`src/rtl/line_pkg.sv`:
```
// Shared types and defaults for the line-overlay stage.
// The line-draw stage imports the same width constant.
package line_pkg;

    localparam int LINE_W     = 8;
    localparam int LINE_DEPTH = 4;

    typedef struct packed {
        logic [LINE_W-1:0] m;
        logic [LINE_W-1:0] c;
        logic [LINE_W-1:0] hold;
    } line_req_t;

    typedef enum logic {
        ST_IDLE = 1'b0,
        ST_SHOW = 1'b1
    } line_state_t;

endpackage

```
`src/rtl/line_req_fifo.sv`:
```
// Synchronous request FIFO with an explicit occupancy count.
// Full/empty come from the count, so pointer wrap needs no extra bit.
module line_req_fifo
    import line_pkg::*;
#(
    parameter int DW    = 3 * LINE_W,
    parameter int DEPTH = LINE_DEPTH,
    localparam int AW   = $clog2(DEPTH),
    localparam int LW   = $clog2(DEPTH + 1)
) (
    input  logic          clk_i,
    input  logic          rst_i,
    input  logic          push_i,
    input  logic [DW-1:0] wr_data_i,
    input  logic          pop_i,
    input  logic          flush_i,
    output logic [DW-1:0] rd_data_o,
    output logic          full_o,
    output logic          empty_o,
    output logic [LW-1:0] level_o
);

    logic [DW-1:0] mem_q [DEPTH];
    logic [AW-1:0] wr_ptr_q, wr_ptr_d;
    logic [AW-1:0] rd_ptr_q, rd_ptr_d;
    logic [LW-1:0] level_q, level_d;
    logic          push_ok;
    logic          pop_ok;

    assign full_o    = (level_q == LW'(DEPTH));
    assign empty_o   = (level_q == '0);
    assign level_o   = level_q;
    assign rd_data_o = mem_q[rd_ptr_q];

    // Fullness is judged before any same-cycle pop.
    assign push_ok = push_i && !full_o && !flush_i;
    assign pop_ok  = pop_i && !empty_o && !flush_i;

    always_comb begin
        wr_ptr_d = wr_ptr_q;
        rd_ptr_d = rd_ptr_q;
        level_d  = level_q;
        if (flush_i) begin
            wr_ptr_d = '0;
            rd_ptr_d = '0;
            level_d  = '0;
        end else begin
            if (push_ok) wr_ptr_d = wr_ptr_q + AW'(1);
            if (pop_ok)  rd_ptr_d = rd_ptr_q + AW'(1);
            level_d = level_q + LW'(push_ok) - LW'(pop_ok);
        end
    end

    always_ff @(posedge clk_i) begin
        if (rst_i) begin
            wr_ptr_q <= '0;
            rd_ptr_q <= '0;
            level_q  <= '0;
        end else begin
            wr_ptr_q <= wr_ptr_d;
            rd_ptr_q <= rd_ptr_d;
            level_q  <= level_d;
        end
    end

    always_ff @(posedge clk_i) begin
        if (push_ok && !rst_i) mem_q[wr_ptr_q] <= wr_data_i;
    end

endmodule

```
`src/rtl/line_sched.sv`:
```
// Frame-synchronous scheduler feeding m/c/enable to the line-draw stage.
// Outputs only change on FrameIn so a line never tears mid-frame.
module line_sched
    import line_pkg::*;
#(
    parameter int W     = LINE_W,
    parameter int DEPTH = LINE_DEPTH
) (
    input  logic                         Clk,
    input  logic                         Reset,
    input  logic                         ReqValid,
    output logic                         ReqReady,
    input  logic [W-1:0]                 ReqM,
    input  logic [W-1:0]                 ReqC,
    input  logic [W-1:0]                 ReqHold,
    input  logic                         Flush,
    input  logic                         FrameIn,
    output logic [W-1:0]                 m,
    output logic [W-1:0]                 c,
    output logic                         LineEn,
    output logic                         Busy,
    output logic [$clog2(DEPTH+1)-1:0]   Level
);

    localparam int LW = $clog2(DEPTH + 1);

    typedef struct packed {
        logic [W-1:0] m;
        logic [W-1:0] c;
        logic [W-1:0] hold;
    } req_t;

    req_t        wr_req;
    req_t        head;
    logic        fifo_full;
    logic        fifo_empty;
    logic [LW-1:0] fifo_level;
    logic        pop;
    logic        last_frame;

    line_state_t  state_q, state_d;
    logic [W-1:0] remain_q, remain_d;
    logic [W-1:0] m_q, m_d;
    logic [W-1:0] c_q, c_d;

    assign wr_req = '{m: ReqM, c: ReqC, hold: ReqHold};

    line_req_fifo #(
        .DW    (3 * W),
        .DEPTH (DEPTH)
    ) u_fifo (
        .clk_i     (Clk),
        .rst_i     (Reset),
        .push_i    (ReqValid && !Reset),
        .wr_data_i (wr_req),
        .pop_i     (pop),
        .flush_i   (Flush),
        .rd_data_o (head),
        .full_o    (fifo_full),
        .empty_o   (fifo_empty),
        .level_o   (fifo_level)
    );

    assign ReqReady = !fifo_full;
    assign Level    = fifo_level;
    assign LineEn   = (state_q == ST_SHOW);
    assign Busy     = (state_q == ST_SHOW);
    assign m        = m_q;
    assign c        = c_q;

    // A flush on a boundary suppresses the pop, so nothing follows.
    assign last_frame = (state_q == ST_IDLE) || (remain_q <= W'(1));
    assign pop = FrameIn && last_frame && !fifo_empty && !Flush;

    always_comb begin
        state_d  = state_q;
        remain_d = remain_q;
        m_d      = m_q;
        c_d      = c_q;
        if (pop) begin
            state_d  = ST_SHOW;
            m_d      = head.m;
            c_d      = head.c;
            remain_d = (head.hold == '0) ? W'(1) : head.hold;
        end else if (FrameIn && state_q == ST_SHOW) begin
            if (remain_q > W'(1)) begin
                remain_d = remain_q - W'(1);
            end else begin
                state_d  = ST_IDLE;
                remain_d = '0;
            end
        end
    end

    always_ff @(posedge Clk) begin
        if (Reset) begin
            state_q  <= ST_IDLE;
            remain_q <= '0;
            m_q      <= '0;
            c_q      <= '0;
        end else begin
            state_q  <= state_d;
            remain_q <= remain_d;
            m_q      <= m_d;
            c_q      <= c_d;
        end
    end

endmodule
```
`config.mk`:
```
export PLATFORM = sky130hd
export DESIGN_NAME = line_sched
export DESIGN_NICKNAME = d
export VERILOG_FILES = /design/src/rtl/line_pkg.sv /design/src/rtl/line_req_fifo.sv /design/src/rtl/line_sched.sv
export SDC_FILE = /design/constraint.sdc
export NUM_CORES = 1
export LEC_CHECK = 0
export ABC_AREA = 1
export ABC_CLOCK_PERIOD_IN_PS = 2800
export CAP_MARGIN = 20
export CORE_MARGIN = 5
export CORE_UTILIZATION = 51
export DETAILED_ROUTE_END_ITERATION = 8
export GPL_TIMING_DRIVEN = 0
export PLACE_DENSITY_LB_ADDON = 0.25
export SLEW_MARGIN = 20
export SYNTH_ARGS = -nofsm -noshare
export SYNTH_HDL_FRONTEND = slang
export SYNTH_SLANG_ARGS = --single-unit
```
`constraint.sdc`:
```
create_clock -name Clk -period 2.8 [get_ports Clk]
set_clock_uncertainty 0.15 [all_clocks]
set_input_delay 0.84 -clock Clk [delete_from_list [all_inputs] [get_ports Clk]]
set_output_delay 0.84 -clock Clk [all_outputs]
set_load 0.05 [all_outputs]
```
==> flow_metrics.env, run 1 <==
export IMPL_design_area_sq_um=6790
export IMPL_crit_path_max_incr_delay_ns=0.36
export IMPL_diodes=0
export IMPL_syn_inst=490
export IMPL_maxSlewViolCount=0
export IMPL_fillers=766
export IMPL_clkTransAtPathRegs_ns=0.06
export IMPL_rows=37
export IMPL_grt_ovfl_total=0
export IMPL_powerDensity_nw_per_um2=643.6
export IMPL_synth_cell_type_count=36
export IMPL_syn_to_final_growth_pct=26.86
export IMPL_status="completed"
export IMPL_ir_worst_vdd_v=0.0003760
export IMPL_clockBufferDepth=2
export IMPL_root_buffer="clkbuf_8"
export IMPL_postRouteAntennaNets=0
export IMPL_ys_seq_elements=130
export IMPL_preCtsSetupSlack_ns=-0.7742
export IMPL_worst_path_max_delay_cell="dfxtp_2"
export IMPL_wl_per_cell_um=17.02
export IMPL_worstPathArrival_ns=3.04
export IMPL_worst_pin_slew_ns=0.5411
export IMPL_grt_total_usage_pct=20.39
export IMPL_whs_ns=0.3251
export IMPL_antenna_found_initial=0
export IMPL_drive_gt1_share_pct=15.24
export IMPL_startpoint_type="register"
export IMPL_clock_latency_ns=0.51
export IMPL_async_reset_ff_share_pct=0
export IMPL_final_cell_count_no_fill=720
export IMPL_critPathMaxFanout=10
export IMPL_ioPinCount=51
export IMPL_ys_flop_type="edfxtp_1"
export IMPL_fin_tns_setup_ns=0
export IMPL_cp_cell_sequence="inv_2, ha_2, or2_4, nand4_4, nand2_4, nand2_8, inv_6, buf_6, ha_1, inv_1, ha_1, fa_2, or2_2, a21oi_1"
export IMPL_vias=3831
export IMPL_finalHoldViolations=0
export IMPL_setup_viol=0
export IMPL_via_per_inst=5.321
export IMPL_drt_initial_drc_count=295
export IMPL_max_freq_mhz=365.0
export IMPL_max_slew_margin_rel_pct=63.93
export IMPL_synth_edf_count=96
export IMPL_crit_type="reg2reg"
export IMPL_reg2regPathDepth=14
export IMPL_die_h_um=112.4
export IMPL_seq_area_sq_um=3566
export IMPL_holdCritStartpoint="u_fifo.rd_ptr_q[1]"
export IMPL_hpwl_mm=7.773
export IMPL_syn_area_per_cell_sq_um=10.92
export IMPL_final_common_cell="edfxtp_1"
export IMPL_ys_seq_area_share_pct=66.57
export IMPL_fp_dieArea_sq_um=12640
export IMPL_min_period_ns=2.740
export IMPL_postCtsHoldBufs=0
export IMPL_grt_pass1_wl_mm=19.96
export IMPL_multi_input_area_sq_um=1575
export IMPL_grt_pass1_vias=4083
export IMPL_place_gp_congestion=0.8910
export IMPL_die_w_um=112.4
export IMPL_power_mw=4.370
export IMPL_drv_cap=0
export IMPL_crit_path_frequent_cell="ha_1"
export IMPL_cts_tree="done"
export IMPL_p_leak_nw=2.491
export IMPL_reg2reg_setup_slack_ns=0.06
export IMPL_nNetsFinal=609
export IMPL_core_area_sq_um=10280
export IMPL_holdPathStages=2
export IMPL_r2r_start="remain_q[0]"
export IMPL_rsz0062_at_grt="true"
export IMPL_grt_max_degree=23
export IMPL_dp_cells=679
export IMPL_fin_ws_ns=0.05998
export IMPL_timing_rr_end="u_fifo.level_o[2]"
export IMPL_fin_crit_sh_pct=97.86
export IMPL_syn_num_nets=528
export IMPL_placed_area_sq_um=6128
export IMPL_required_ns=3.10
export IMPL_first_pass_iters=5
export IMPL_start_util_pct=52.08
export IMPL_cts_sinks=130
export IMPL_hp_class="reg2reg"
export IMPL_route_detailed_drc=0
export IMPL_cts_buffers=17
export IMPL_final_cell_mix="edfxtp_1 (96), nor2_1 (88), nand2_1 (70), clkdlybuf4s50_1 (47), o21ai_0 (36)"
export IMPL_cp_end_kind="register"
export IMPL_htreeDepth=4
export IMPL_netlist_area_sq_um=5353
export IMPL_yosys_warnings=0
export IMPL_utilization_pct=66.07
export IMPL_port_buffers=50
export IMPL_drt_wl_total_mm=12.26
logic make-up (layout without fill, tap and decap cells):
kind of cell	after synthesis	in the layout	synth area share [%]
DFF	130	130	66.57
xor gates and xnor gates	3	3	0.4910
and+or+nand+nor	213	214	17.32
adders and majority gates	9	9	2.244
buffers and inverters	56	149	5.166
AOI/OAI and AO/OA	79	79	8.205
synthesized netlist by cell type, types with 3 or more instances:
| cell type | count | area [sq um] |
|---|---|---|
| dfxtp_1 | 34 | 680.7 |
| nand2_2 | 3 | 18.77 |
| nand3_1 | 32 | 160.2 |
| xor2_1 | 3 | 26.28 |
| buf_4 | 5 | 37.54 |
| clkbuf_1 | 4 | 15.01 |
| edfxtp_1 | 96 | 2883 |
| o21ai_1 | 16 | 80.08 |
| nand2_1 | 71 | 266.5 |
| inv_1 | 31 | 116.4 |
| nor2_1 | 93 | 349.1 |
| o22ai_1 | 16 | 100.1 |
| a21oi_1 | 4 | 20.02 |
| inv_2 | 3 | 11.26 |
| buf_2 | 8 | 40.04 |
| o21ai_0 | 36 | 180.2 |
| ha_1 | 8 | 100.1 |
| nand4_1 | 6 | 37.54 |
sequential cells by signal (all words and copies together) (netlist names), named ones only:
name / cells
u_fifo.mem_q: 96
c: 8
m: 8
remain_q: 8
u_fifo.level_o: 3
u_fifo.rd_ptr_q: 2
u_fifo.wr_ptr_q: 2
Busy: 1
routing by layer:
metal  global-route usage, %  vias up  part of all wire (%)
li1                        -     1855                     -
met2                   34.21      140                    51
met5                       0        -                     0
met3                   6.146       23                   6.2
met1                   24.46     1813                    41
met4                   8.654        0                   1.4
critical path: cells and delay by family, from the launching register on:
kind                       cells  cell delay (ns)
AOI/OAI and AO/OA              1             0.12
and+or+nand+nor                5             0.82
adders and majority gates      4             0.97
DFF                            1             0.36
buffers and inverters          4             0.26
worst max path at each step:
stage / from / end / slack, ns / cells after the start
after floorplan: u_fifo.level_o[1] / u_fifo.mem_q[0][0] / -0.07 / 6
after global placement: Reset / u_fifo.mem_q[3][7] / -1.16 / 6
after detailed placement: Reset / u_fifo.mem_q[1][6] / -0.77 / 6
after CTS: remain_q[1] / u_fifo.level_o[2] / 0.003 / 14
after global routing: remain_q[0] / u_fifo.level_o[2] / -0.05 / 14
final: remain_q[0] / u_fifo.level_o[2] / 0.06 / 14
final cells by class:
cell class                      count  area share [%]
Buffer                             21           2.064
Clock buffer                       17           6.099
Clock inverter                     15           2.119
Multi-Input combinational cell    305           23.20
Inverter                           35           2.008
Timing Repair Buffer               61           9.490
Sequential cell                   130           52.52
Tap cell                          136           2.506
where the power goes:
group | total (mW) | switching, mW | internal [mW]
sequential | 2.10 | 0.0108 | 2.09
clock | 2.05 | 0.792 | 1.25
combinational | 0.220 | 0.129 | 0.0907
timing repair:
action                     in CTS  in global routing
resized for setup               8                  5
gates cloned                    1                  0
setup endpoints to repair      28                 51
pin swaps                       5                  4
buffers inserted                6                  2
Note: power is estimated with default switching activity, not from simulation.
==> run 2, diff against run 1 <==
CTS_CLUSTER_DIAMETER = 40   (was default)
==> results of run 2 <==
Final layout, timing and power as in run 1 (identical DEF).
==> run 3, diff against run 2 <==
--- a/config.mk
+++ b/config.mk
@@ -15,4 +15,5 @@
 export GPL_TIMING_DRIVEN = 0
 export PLACE_DENSITY_LB_ADDON = 0.25
+export SETUP_SLACK_MARGIN = 0.15
 export SLEW_MARGIN = 20
 export SYNTH_ARGS = -nofsm -noshare
==> constraint.sdc (replaced) <==
create_clock -name Clk -period 2.8 [get_ports Clk]
set_clock_uncertainty 0.15 [all_clocks]
set_input_delay 0.56 -clock Clk [delete_from_list [all_inputs] [get_ports Clk]]
set_output_delay 0.56 -clock Clk [all_outputs]
set_load 0.05 [all_outputs]
==> flow_metrics.env, run 3 (synthesis gave the netlist of run 1 again) <==
export IMPL_postCtsHoldBufs=0
export IMPL_grt_total_usage_pct=20.56
export IMPL_crit_path_max_incr_delay_ns=0.38
export IMPL_cts_buffers=17
export IMPL_drv_cap=0
export IMPL_grt_max_degree=23
export IMPL_drt_wl_total_mm=12.37
export IMPL_hp_class="reg2reg"
export IMPL_ioPinCount=51
export IMPL_required_ns=3.10
export IMPL_clkTransAtPathRegs_ns=0.06
export IMPL_drive_gt1_share_pct=16.10
export IMPL_grt_ovfl_total=0
export IMPL_largest_reg_flops=96
export IMPL_cp_cell_sequence="inv_4, ha_4, or2_4, nand4_4, nand2_4, nand2_8, inv_6, buf_8, ha_4, inv_1, ha_2, fa_2, or2_4, a21oi_2"
export IMPL_cts_sinks=130
export IMPL_diodes=0
export IMPL_final_cell_mix="edfxtp_1 (96), nor2_1 (88), nand2_1 (71), clkdlybuf4s50_1 (48), o21ai_0 (36)"
export IMPL_vias=3848
export IMPL_fp_dieArea_sq_um=12640
export IMPL_min_period_ns=2.635
export IMPL_rsz0062_at_grt="true"
export IMPL_p_leak_nw=2.529
export IMPL_nNetsFinal=609
export IMPL_place_gp_congestion=0.8418
export IMPL_worst_pin_slew_ns=0.5369
export IMPL_p_clk_share_pct=48.4
export IMPL_worst_path_buf_inv=4
export IMPL_crit_cells=14
export IMPL_crit_type="reg2reg"
export IMPL_design_area_sq_um=6873
export IMPL_final_common_cell="edfxtp_1"
export IMPL_combPwrFrac_pct=4.9
export IMPL_syn_to_final_growth_pct=28.40
export IMPL_hpwl_mm=7.757
export IMPL_regMostFlops="u_fifo.mem_q"
export IMPL_fin_crit_sh_pct=94.09
export IMPL_die_w_um=112.4
export IMPL_postRouteAntennaNets=0
export IMPL_drt_initial_drc_count=315
export IMPL_p_switching_mw=0.9431
export IMPL_grt_pass1_vias=3793
export IMPL_reg2regPathDepth=14
export IMPL_switching_share_pct=20.94
export IMPL_placed_area_sq_um=6156
export IMPL_die_h_um=112.4
export IMPL_setup_viol=0
export IMPL_root_buffer="clkbuf_8"
export IMPL_powerDensity_nw_per_um2=655.2
export IMPL_start_util_pct=52.08
export IMPL_holdCritStartpoint="u_fifo.rd_ptr_q[1]"
export IMPL_first_pass_iters=5
export IMPL_max_freq_mhz=379.6
export IMPL_critPathMaxFanout=3
export IMPL_reg2reg_setup_slack_ns=0.17
export IMPL_htreeDepth=4
export IMPL_clock_latency_ns=0.51
export IMPL_fin_tns_setup_ns=0
export IMPL_wl_per_cell_um=17.19
export IMPL_ir_worst_vdd_v=0.0004728
export IMPL_cts_tree="done"
export IMPL_r2r_start="remain_q[0]"
export IMPL_status="completed"
export IMPL_route_detailed_drc=0
export IMPL_maxSlewViolCount=0
export IMPL_startpoint_type="register"
export IMPL_via_per_inst=5.344
export IMPL_p_int_mw=3.560
export IMPL_seqPwrFrac_pct=46.7
export IMPL_holdPathStages=2
export IMPL_rows=37
export IMPL_antenna_found_initial=0
export IMPL_timing_rr_end="u_fifo.level_o[2]"
export IMPL_clockBufferDepth=2
export IMPL_finalHoldViolations=0
export IMPL_worstPathArrival_ns=2.94
export IMPL_port_buffers=50
export IMPL_grt_pass1_wl_mm=19.87
export IMPL_worst_path_max_delay_cell="dfxtp_4"
export IMPL_cp_end_kind="register"
export IMPL_max_slew_margin_rel_pct=64.21
export IMPL_core_area_sq_um=10280
export IMPL_cp_top_family="adder cells"
[run 3: per-layer routing]
metal	vias to the layer above	GRT usage [%]	share of wire, %	routed length [um]
met3	12	5.822	7.2	888
met2	163	34.37	50	6196
met1	1818	26.08	42	5167
met5	-	0	0	0
met4	0	6.330	0.98	121
li1	1855	-	-	-
[run 3: power by group through the flow]
stage | clock, mW | combinational [mW] | sequential, mW
4_1_cts | 2.20 | 0.215 | 2.11
5_1_grt | 2.31 | 0.240 | 2.11
2_1_floorplan | 0 | 0.0882 | 2.16
6_report | 2.18 | 0.220 | 2.10
3_5_place_dp | 0 | 0.208 | 2.14
3_3_place_gp | 0 | 0.197 | 2.14
[run 3: worst max path at each step]
stage           startpoint                   to  slack, ns
2_1_floorplan  remain_q[0]    u_fifo.level_o[2]       0.16
3_3_place_gp         Reset  u_fifo.mem_q[0][15]      -0.97
3_5_place_dp         Reset   u_fifo.mem_q[2][1]      -0.46
4_1_cts        remain_q[1]    u_fifo.level_o[2]       0.06
5_1_grt        remain_q[0]    u_fifo.level_o[2]       0.06
6_report       remain_q[0]    u_fifo.level_o[2]       0.17
[run 3: final cells by class]
class,count,area (sq um)
flip-flops and latches,130,3570
fillers,774,3405
multi-input cells,305,1622
repair buffers,61,636.9
clock buffers,19,431.7
well taps,136,170.2
clock inverters,13,160.2
plain buffers,21,143.9
inverters,35,138.9
[run 3: tightest hold or removal path: cells and delay by family (launching register included)]
kind | cells | cell delay [ns]
AO/OA/AOI/OAI | 1 | 0.05
flip-flops | 1 | 0.32
buffers and inverters | 1 | 0.06
[run 3: repair_timing]
| item | 4_1_cts | 5_1_grt |
|---|---|---|
| gates cloned | 1 | 0 |
| pin swaps | 2 | 5 |
| gates resized for setup | 2 | 12 |
| setup buffers | 3 | 5 |
| endpoints found under the hold margin | 0 | 0 |
| endpoints found under the setup margin | 27 | 93 |
[run 3: per-stage QoR]
stage	worst slack, ns	std cells	utilization [%]	hold slack (ns)	power, mW
finish	0.1655	720	66.87	0.3248	4.503
global route	0.06096	720	66.87	0.3513	4.652
CTS	0.06005	715	65.97	0.3165	4.519
detailed placement	-0.4636	679	59.90	0.3051	2.353
global placement	-0.9695	676	58.97	0.2953	2.341
floorplan	0.1622	490	-	0.2862	2.251
